[src/rtl/uart_tx_framed.sv]
// uart_tx_framed: buffered UART transmitter with a configurable frame format.
// Words enter through a ready/valid write port into a small FIFO. A framing
// FSM serialises each word as start, data (LSB first), optional parity and
// stop bits, chaining frames with no idle gap while the FIFO holds data.

// Word FIFO: registered pointers and occupancy; the head is read combinationally.
module uart_tx_fifo #(
    parameter int WIDTH = 8,
    parameter int DEPTH = 16
) (
    input  logic                     clk,
    input  logic                     reset,
    input  logic [WIDTH-1:0]         wr_data,
    input  logic                     wr_en,
    input  logic                     rd_en,
    output logic [WIDTH-1:0]         rd_data,
    output logic                     full,
    output logic [$clog2(DEPTH):0]   count
);
    localparam int AW = $clog2(DEPTH);
    localparam logic [AW:0] FULL_CNT = (AW + 1)'(DEPTH);

    logic [WIDTH-1:0] mem [DEPTH];
    logic [AW-1:0]    wr_ptr;
    logic [AW-1:0]    rd_ptr;

    assign rd_data = mem[rd_ptr];
    assign full    = (count == FULL_CNT);

    // Storage write; contents need no reset because count gates every read.
    always_ff @(posedge clk) begin
        if (wr_en) mem[wr_ptr] <= wr_data;
    end

    // Pointers wrap naturally because DEPTH is a power of two.
    always_ff @(posedge clk) begin
        if (reset) begin
            wr_ptr <= '0;
            rd_ptr <= '0;
        end else begin
            if (wr_en) wr_ptr <= wr_ptr + 1'b1;
            if (rd_en) rd_ptr <= rd_ptr + 1'b1;
        end
    end

    // Occupancy: a simultaneous write and read leaves it unchanged.
    always_ff @(posedge clk) begin
        if (reset) begin
            count <= '0;
        end else begin
            case ({wr_en, rd_en})
                2'b10:   count <= count + 1'b1;
                2'b01:   count <= count - 1'b1;
                default: count <= count;
            endcase
        end
    end
endmodule

// Top level: write port, FIFO and the framing FSM driving the TX pin.
module uart_tx_framed #(
    parameter int CLK_FREQ   = 100_000_000,
    parameter int BAUD_RATE  = 115200,
    parameter int DATA_BITS  = 8,
    parameter int PARITY     = 0,
    parameter int STOP_BITS  = 1,
    parameter int FIFO_DEPTH = 16
) (
    input  logic                          clk,
    input  logic                          reset,
    input  logic [DATA_BITS-1:0]          s_data,
    input  logic                          s_valid,
    output logic                          s_ready,
    output logic                          tx_out,
    output logic                          busy,
    output logic                          frame_done,
    output logic [$clog2(FIFO_DEPTH):0]   fifo_count
);
    localparam int BAUD_DIV = CLK_FREQ / BAUD_RATE;
    localparam int BW       = (BAUD_DIV >= 2) ? $clog2(BAUD_DIV) : 1;

    localparam logic [BW-1:0] BAUD_LAST = BW'(BAUD_DIV - 1);
    localparam logic [BW-1:0] BAUD_PRE  = BW'(BAUD_DIV - 2);
    localparam logic [3:0]    DATA_LAST = 4'(DATA_BITS - 1);
    localparam logic [3:0]    STOP_LAST = 4'(STOP_BITS - 1);
    localparam logic          ODD_PAR   = (PARITY == 2);

    localparam logic [2:0] S_IDLE  = 3'd0;
    localparam logic [2:0] S_START = 3'd1;
    localparam logic [2:0] S_DATA  = 3'd2;
    localparam logic [2:0] S_PAR   = 3'd3;
    localparam logic [2:0] S_STOP  = 3'd4;

    // Reject illegal configurations at elaboration time.
    generate
        if (BAUD_DIV < 2) begin : g_bad_baud
            $error("uart_tx_framed: CLK_FREQ/BAUD_RATE must be at least 2");
        end
        if (DATA_BITS < 5 || DATA_BITS > 9) begin : g_bad_data
            $error("uart_tx_framed: DATA_BITS must be in 5..9");
        end
        if (PARITY < 0 || PARITY > 2) begin : g_bad_par
            $error("uart_tx_framed: PARITY must be 0, 1 or 2");
        end
        if (STOP_BITS != 1 && STOP_BITS != 2) begin : g_bad_stop
            $error("uart_tx_framed: STOP_BITS must be 1 or 2");
        end
        if (FIFO_DEPTH < 2 || (FIFO_DEPTH & (FIFO_DEPTH - 1)) != 0) begin : g_bad_depth
            $error("uart_tx_framed: FIFO_DEPTH must be a power of two >= 2");
        end
    endgenerate

    logic [2:0]           state;
    logic [BW-1:0]        baud_cnt;
    logic [3:0]           bit_cnt;
    logic [DATA_BITS-1:0] shreg;
    logic                 par_bit;

    logic [DATA_BITS-1:0] head;
    logic                 fifo_full;
    logic                 push;
    logic                 pop;
    logic                 fifo_nempty;
    logic                 baud_last;
    logic                 frame_end;

    assign s_ready     = !fifo_full;
    assign push        = s_valid && s_ready;
    assign fifo_nempty = (fifo_count != '0);
    assign baud_last   = (baud_cnt == BAUD_LAST);
    assign frame_end   = (state == S_STOP) && baud_last && (bit_cnt == STOP_LAST);
    assign busy        = (state != S_IDLE);

    uart_tx_fifo #(
        .WIDTH (DATA_BITS),
        .DEPTH (FIFO_DEPTH)
    ) u_fifo (
        .clk     (clk),
        .reset   (reset),
        .wr_data (s_data),
        .wr_en   (push),
        .rd_en   (pop),
        .rd_data (head),
        .full    (fifo_full),
        .count   (fifo_count)
    );

    // Pop from idle, or at the last stop cycle so the next start bit follows with no gap.
    always_comb begin
        pop = 1'b0;
        if (fifo_nempty && (state == S_IDLE || frame_end)) pop = 1'b1;
    end

    // Framing FSM: every bit lasts BAUD_DIV cycles; tx_out is updated on bit boundaries.
    always_ff @(posedge clk) begin
        if (reset) begin
            state    <= S_IDLE;
            baud_cnt <= '0;
            bit_cnt  <= '0;
            shreg    <= '0;
            par_bit  <= 1'b0;
            tx_out   <= 1'b1;
        end else if (pop) begin
            // Loading a word always starts a start bit, from idle or straight after a stop bit.
            state    <= S_START;
            baud_cnt <= '0;
            bit_cnt  <= '0;
            shreg    <= head;
            par_bit  <= (^head) ^ ODD_PAR;
            tx_out   <= 1'b0;
        end else if (state == S_IDLE) begin
            baud_cnt <= '0;
            bit_cnt  <= '0;
            tx_out   <= 1'b1;
        end else if (!baud_last) begin
            baud_cnt <= baud_cnt + 1'b1;
        end else begin
            baud_cnt <= '0;
            case (state)
                S_START: begin
                    state   <= S_DATA;
                    bit_cnt <= '0;
                    tx_out  <= shreg[0];
                    shreg   <= shreg >> 1;
                end
                S_DATA: begin
                    if (bit_cnt == DATA_LAST) begin
                        bit_cnt <= '0;
                        if (PARITY != 0) begin
                            state  <= S_PAR;
                            tx_out <= par_bit;
                        end else begin
                            state  <= S_STOP;
                            tx_out <= 1'b1;
                        end
                    end else begin
                        bit_cnt <= bit_cnt + 1'b1;
                        tx_out  <= shreg[0];
                        shreg   <= shreg >> 1;
                    end
                end
                S_PAR: begin
                    state   <= S_STOP;
                    bit_cnt <= '0;
                    tx_out  <= 1'b1;
                end
                S_STOP: begin
                    // A chained frame is handled by the pop branch above.
                    if (bit_cnt == STOP_LAST) begin
                        state   <= S_IDLE;
                        bit_cnt <= '0;
                    end else begin
                        bit_cnt <= bit_cnt + 1'b1;
                    end
                    tx_out <= 1'b1;
                end
                default: begin
                    state  <= S_IDLE;
                    tx_out <= 1'b1;
                end
            endcase
        end
    end

    // Registered end-of-frame pulse, raised one cycle early so it lands on the final stop cycle.
    always_ff @(posedge clk) begin
        if (reset) begin
            frame_done <= 1'b0;
        end else begin
            frame_done <= (state == S_STOP) && (bit_cnt == STOP_LAST) && (baud_cnt == BAUD_PRE);
        end
    end
endmodule

[config.mk]
export PLATFORM = sky130hd
export DESIGN_NAME = uart_tx_framed
export DESIGN_NICKNAME = d
export VERILOG_FILES = /design/src/rtl/uart_tx_framed.sv
export SDC_FILE = /design/constraint.sdc
export NUM_CORES = 1
export LEC_CHECK = 0
export CORE_MARGIN = 2
export CORE_UTILIZATION = 55
export CTS_CLUSTER_SIZE = 30
export DETAILED_ROUTE_END_ITERATION = 16
export PLACE_DENSITY = 0.79
export SLEW_MARGIN = 30
export SYNTH_ARGS = -nofsm -noshare
export SYNTH_HDL_FRONTEND = slang
export SYNTH_SLANG_ARGS = --single-unit
[constraint.sdc]
create_clock -name clk -period 3.1 [get_ports clk]
set_input_delay 0.465 -clock clk [delete_from_list [all_inputs] [get_ports clk]]
set_output_delay 0.465 -clock clk [all_outputs]
set_load 0.005 [all_outputs]
# Yosys cells after proc, flatten, opt, wreduce, memory -nomap -nowiden
# Memories as Yosys holds them, arrays and structs flattened. A register that Yosys moved wholly into a read port is not among the register bits.
# Cells that the tools add are included.
# Widths: inputs -> output; s select.
[totals]
register_bits = 40
out_inout_bits = 9
ram_bits = 128
input_bits = 11
mem_count = 1
elab_cells = 84
[memory_table]
columns = ["memory", "words", "width", "rd", "rd_ports_with_merged_regs", "wr", "line_no", "rtl"]
rows = [
  ["u_fifo.mem", 16, 8, 1, 1, 1, "23", "logic [WIDTH-1:0] mem [DEPTH];"],
]
[classes]
eq_ne = 16
reduce_logical = 25
addsub = 6
n_bitwise = 1
mux = 25
[ops]
columns = ["op", "count"]
rows = [
  ["$mux 8", 4],
  ["$eq 10x10->1 const B", 2],
  ["$mux 4", 4],
  ["$pmux 8 s2", 1],
  ["$add 4x1->4 const B", 3],
  ["$pmux 3 s4", 1],
  ["$pmux 4 s3", 1],
  ["$reduce_and 4->1", 3],
  ["$reduce_bool 3->1", 4],
  ["$add 10x1->10 const B", 1],
  ["$mux 1", 10],
  ["$pmux 5 s2", 1],
  ["$eq 3x2->1 const B", 2],
  ["$logic_and 1x1->1", 6],
  ["$mux 3", 2],
  ["$ne 3x2->1 const B", 2],
  ["$add 5x1->5 const B", 1],
  ["$eq 5x5->1 const B", 1],
  ["$reduce_bool 5->1", 1],
  ["$sub 5x1->5 const B", 1],
  ["$eq 4x3->1 const B", 1],
  ["$logic_not 4->1", 1],
  ["$ne 2x1->1 const B", 2],
  ["$reduce_bool 2->1", 2],
  ["15 further kinds", 16],
]

# Logic depth before layout (Yosys ltp)
[depth]
depth_word = 8
mapped_depth = 15
ltp_nobuf = 14

# Hierarchy
# Synthesis repeated with hierarchy kept, for this count alone.
[unflattened]
hier_cells = 469
hier_area_um2 = 7270.7
[by_module_without_submodules]
columns = ["mod", "instances", "seq_area_each_um2", "area_per_inst_um2", "cells_per_inst"]
rows = [
  ["uart_tx_fifo", 1, 4184.0, 5833.1, 308],
  ["uart_tx_framed", 1, 540.5, 1437.6, 161],
]

# Least setup slack after synthesis
# Ideal clock, no wire load.
[synth_timing]
path_kind = "register -> register"
startpoint = "register state[0]"
endpoint = "register u_fifo.count[4]"
synth_period_minus_slack_ns = 3.233
path_slack_ns = -0.133
setup_time_ns = 0.078
arrival_time_ns = 3.155
path_stages_with_launch = 15
t_required_ns = 3.022
path_buffers = 2
path_cell_list = "dfxtp_1 buf_4 nor4b_4 nand4_1 a22oi_4 ha_1 clkbuf_1 xor2_1 ha_1 a21boi_0 o22ai_1 nor4b_1 mux2_2 o21a_1 nor3_1"
[synth_between]
elab_chain_len = 8
word_cells_on_any_way = 11
cone_classes = "eq/ne: 3; mux: 2; reduce/logical: 6"
[synth_rtl]
columns = ["element", "line_no", "rtl"]
rows = [
  ["start, declared", "113", "logic [2:0] state;"],
  ["start signal, assigned", "157", "state <= S_IDLE;"],
  ["start signal, assigned", "165", "state <= S_START;"],
  ["start signal, assigned", "181", "state <= S_DATA;"],
  ["$eq 3x3->1", "131", "assign frame_end = (state == S_STOP) && baud_last && (bit_cnt == STOP_LAST);"],
  ["$logic_and 1x1->1 (2 in series)", "131", ""],
  ["$logic_or 1x1->1 *", "151", "if (fifo_nempty && (state == S_IDLE || frame_end)) pop = 1'b1;"],
  ["$logic_and 1x1->1 *", "151", ""],
  ["$mux 1 *", "151", ""],
  ["net pop", "122", "logic pop;"],
  ["$eq 2x1->1 or $eq 2x2->1 (tied branches)", "51", "case ({wr_en, rd_en})"],
  ["$pmux 5 s2 or $reduce_bool 2->1 (tied branches)", "n/a", ""],
  ["end signal, assigned", "52", "2'b10: count <= count + 1'b1;"],
  ["end signal, assigned", "53", "2'b01: count <= count - 1'b1;"],
  ["end signal, assigned", "54", "default: count <= count;"],
  ["end, declared", "18", "output logic [$clog2(DEPTH):0] count"],
]
# The timed path passes the listed nets; every way through them passes the cells marked *.
# A chain may end at the register's enable or synchronous reset.

# Worst setup path in the final report
# Ends and elaborated chain as after synthesis.

==> out/metrics.yaml <==
power_mw: 6.518
finalSetupViolCount: 0
synthFlopType: "edfxtp_1"
cts_hold_buf: 0
seqPwrFrac_pct: 42.9
worst_pin_slew_ns: 0.5606
holdPathStages: 1
grt_max_degree: 33
cts-root-buf: "clkbuf_16"
clockBufferDepth: 2
r2r_cells: 12
netlist_area_sq_um: 7207
hp-class: "flop to flop"
track_usage_pct: 19.57
max_cap_viol_count: 0
dp.cells: 654
antenna_found_initial: 0
fin_crit_sh_pct: 96.22
synthSimpleGateAreaFrac_pct: 9.514
endpoint_kind: "flop"
ys_types: 55
synthArstFlopShare_pct: 0
power.internal_mw: 4.601
maxSlewViolCount: 0
seq_area_frac_synth_pct: 65.56
dp_hpwl_um: 8589
ant_nets: 0
die_area_sq_um: 14040
synth-compound-area-share_pct: 3.958
wl_per_cell_um: 18.84
critical_path.startpoint_type: "flop"
path_max_fanout: 11
hold_ws_ns: 0.4759
drive_gt1_share_pct: 22.33
synth_seq_cells: 172
final_core_util_pct: 64.95
grt_overflow: 0
worstHoldStart: "baud_cnt[0]"
critPathKind: "flop to flop"
boundaryPins: 20
place.port_buffers: 19
finalWirelength_um: 12940
cts.sinks: 172
synthesis.instances: 461
fin_skew_ns: 0.007282
die_y_um: 118.5
synth_xor_area_share_pct: 2.309
dr.pass1.iters: 4
cp.arrival_ns: 3.33
p_leak_nw: 2.716
clk_latency_ns: 0.42
final_nets: 527
grt_pass1_vias: 4116
place_congestion: 0.8090
worstReg2RegEnd: "u_fifo.count[4]"
power_density_nw_per_um2: 788.8
ctsHtreeMaxLevel: 4
area.sequential_sq_um: 4726
max_freq_mhz: 335.2
initial_utilization_pct: 56.65
worst_slew_margin_rel_pct: 62.51
fin_tns_setup_ns: 0
p_sw_mw: 1.917
stdcell_count: 687
synthesis.nets: 484
cts_tree: "yes"
core_sq_um: 12720
syn_area_per_cell_sq_um: 15.63
hold_viol: 0
synth_top_family_by_area: "multiplexers"
clkPwrFrac_pct: 29.1
area_growth_pct: 14.65
viasPerCell: 5.811
synth_enable_flop_cells: 128
status: "finished clean"
r2r_start: "state[0]"
route.detailed.drc: 0
die_width_um: 118.5
yosys.area_share.adder_pct: 2.083
numCtsBuffers: 17
synth_mux_area_share_pct: 14.03
min_period_ns: 2.983
multiInputGateArea_sq_um: 2321
combPwrFrac_pct: 28.0
diodes: 0
hold_path_end: "baud_cnt[0]"
ir_worst_vdd_v: 0.0006273
p_sw_share_pct: 29.41
clk_pin_slew_ns: 0.06
fp-row-count: 41
n_fill_cell: 886
rrSetupSlack_ns: 0.12
vias: 3992
critPathLaunch: "state[0]"
yosys_warnings: 0
worstPathRequired_ns: 3.45
drt_iter0_markers: 375
grt_pass1_wl_um: 21020
-- worst max-delay path by stage --
stage | endpoint | slack (ns) | cells past startpoint
after global placement | u_fifo.count[4] | 0.18 | 13
after CTS | u_fifo.count[4] | 0.05 | 14
final | u_fifo.count[4] | 0.12 | 12
after global routing | u_fifo.count[4] | -0.02 | 14
after floorplan | u_fifo.count[4] | 0.01 | 14
after detailed placement | u_fifo.count[4] | 0.06 | 13
-- logic make-up after synthesis --
logic type               Yosys count
AO/OA/AOI/OAI                     42
XOR/XNOR                          19
adder cells (fa/ha/maj)           12
buffers and inverters             41
flip-flops                       172
multiplexers                      52
AND/OR/NAND/NOR                  123
-- synthesized netlist by cell type, types with 2 or more instances --
| cell | instances | area, sq um |
|---|---|---|
| xor2_1 | 13 | 113.9 |
| buf_6 | 2 | 22.52 |
| or3_1 | 2 | 12.51 |
| nand2b_1 | 8 | 50.05 |
| mux2_2 | 2 | 22.52 |
| a21oi_1 | 12 | 60.06 |
| nor2_1 | 43 | 161.4 |
| nor4b_4 | 2 | 47.55 |
| mux2i_1 | 11 | 110.1 |
| nand3_1 | 8 | 40.04 |
| buf_2 | 3 | 15.01 |
| edfxtp_1 | 128 | 3844 |
| nand3b_1 | 4 | 30.03 |
| o21ai_0 | 5 | 25.02 |
| o21a_1 | 2 | 15.01 |
| nor4b_1 | 2 | 17.52 |
| clkbuf_1 | 15 | 56.30 |
| inv_1 | 17 | 63.81 |
| ha_1 | 12 | 150.1 |
| nand4_1 | 3 | 18.77 |
| nor3b_1 | 3 | 22.52 |
| buf_4 | 3 | 22.52 |
| nand2_1 | 20 | 75.07 |
| xnor2_1 | 6 | 52.55 |
| o22ai_1 | 10 | 62.56 |
| nor2b_1 | 5 | 31.28 |
| dfxtp_1 | 44 | 880.8 |
| a211oi_1 | 2 | 15.01 |
| nor3_1 | 9 | 45.04 |
| mux4_2 | 39 | 878.3 |
| a21o_1 | 2 | 15.01 |
-- power by group through the flow --
stage,clock [mW],sequential (mW),combinational (mW)
global placement,0,2.83,1.71
floorplan,0,2.78,1.33
finish,1.90,2.80,1.82
global route,2.02,2.82,2.00
CTS,1.93,2.79,1.77
detailed placement,0,2.84,1.76
-- per-stage QoR --
stage          area [sq um]  worst slack, ns
2_1_floorplan          7208          0.01142
3_3_place_gp           7697           0.1762
3_5_place_dp           7697          0.05565
4_1_cts                8218          0.05200
5_1_grt                8263         -0.02463
6_report               8263           0.1171
-- layout by cell type (no fill, tap or decap), types with 3 or more instances in the layout --
| cell type | count |
|---|---|
| mux2i_1 | 11 |
| ha_1 | 10 |
| mux4_2 | 39 |
| edfxtp_1 | 128 |
| o22ai_1 | 10 |
| nor2b_1 | 5 |
| xor2_1 | 12 |
| nor2_1 | 43 |
| o21ai_0 | 5 |
| nand2b_1 | 8 |
| nand3_1 | 8 |
| buf_4 | 27 |
| inv_6 | 4 |
| nor3b_1 | 3 |
| a21oi_1 | 12 |
| inv_1 | 17 |
| nand3b_1 | 4 |
| clkdlybuf4s50_1 | 19 |
| clkbuf_16 | 17 |
| nand2_1 | 20 |
| nor3_1 | 9 |
| nand4_1 | 3 |
| dfxtp_1 | 43 |
| xnor2_1 | 6 |
-- critical path, stage by stage (launching register included) --
cell,delay [ns]
dfxtp_1,0.44
nor4b_4,0.37
nand4_1,0.25
a22oi_4,0.28
ha_4,0.18
xor2_2,0.17
ha_2,0.23
a21boi_1,0.17
o22ai_1,0.10
nor4b_1,0.15
mux2_2,0.27
o21a_1,0.18
nor3_1,0.11
-- cell type report --
cell class	instances	share of cell area, %
Timing Repair Buffer	47	4.997
Sequential cell	172	57.19
Multi-Input combinational cell	248	28.09
Clock inverter	12	1.105
Inverter	18	0.8177
Tap cell	172	2.604
Clock buffer	18	5.194
-- sequential cells by signal, indices dropped and copies added, names as in the netlist, named ones only --
signal         flops
baud_cnt          10
u_fifo.mem       128
tx_out             1
shreg              8
u_fifo.rd_ptr      4
state              3
u_fifo.count       5
frame_done         1
u_fifo.wr_ptr      4
bit_cnt            4
-- routing by layer --
| layer | vias to the layer above | track usage, % | wire [um] |
|---|---|---|---|
| met5 | - | 0 | 0 |
| met2 | 93 | 33.45 | 6651 |
| met3 | 21 | 5.502 | 529 |
| met4 | 0 | 6.399 | 211 |
| li1 | 1842 | - | - |
| met1 | 2036 | 24.17 | 5552 |
-- timing repair --
action                     CTS  global route
gates resized for setup      0             5
setup buffers                0             3
setup endpoints to repair    0             1
(Power assumes the default switching activity.)
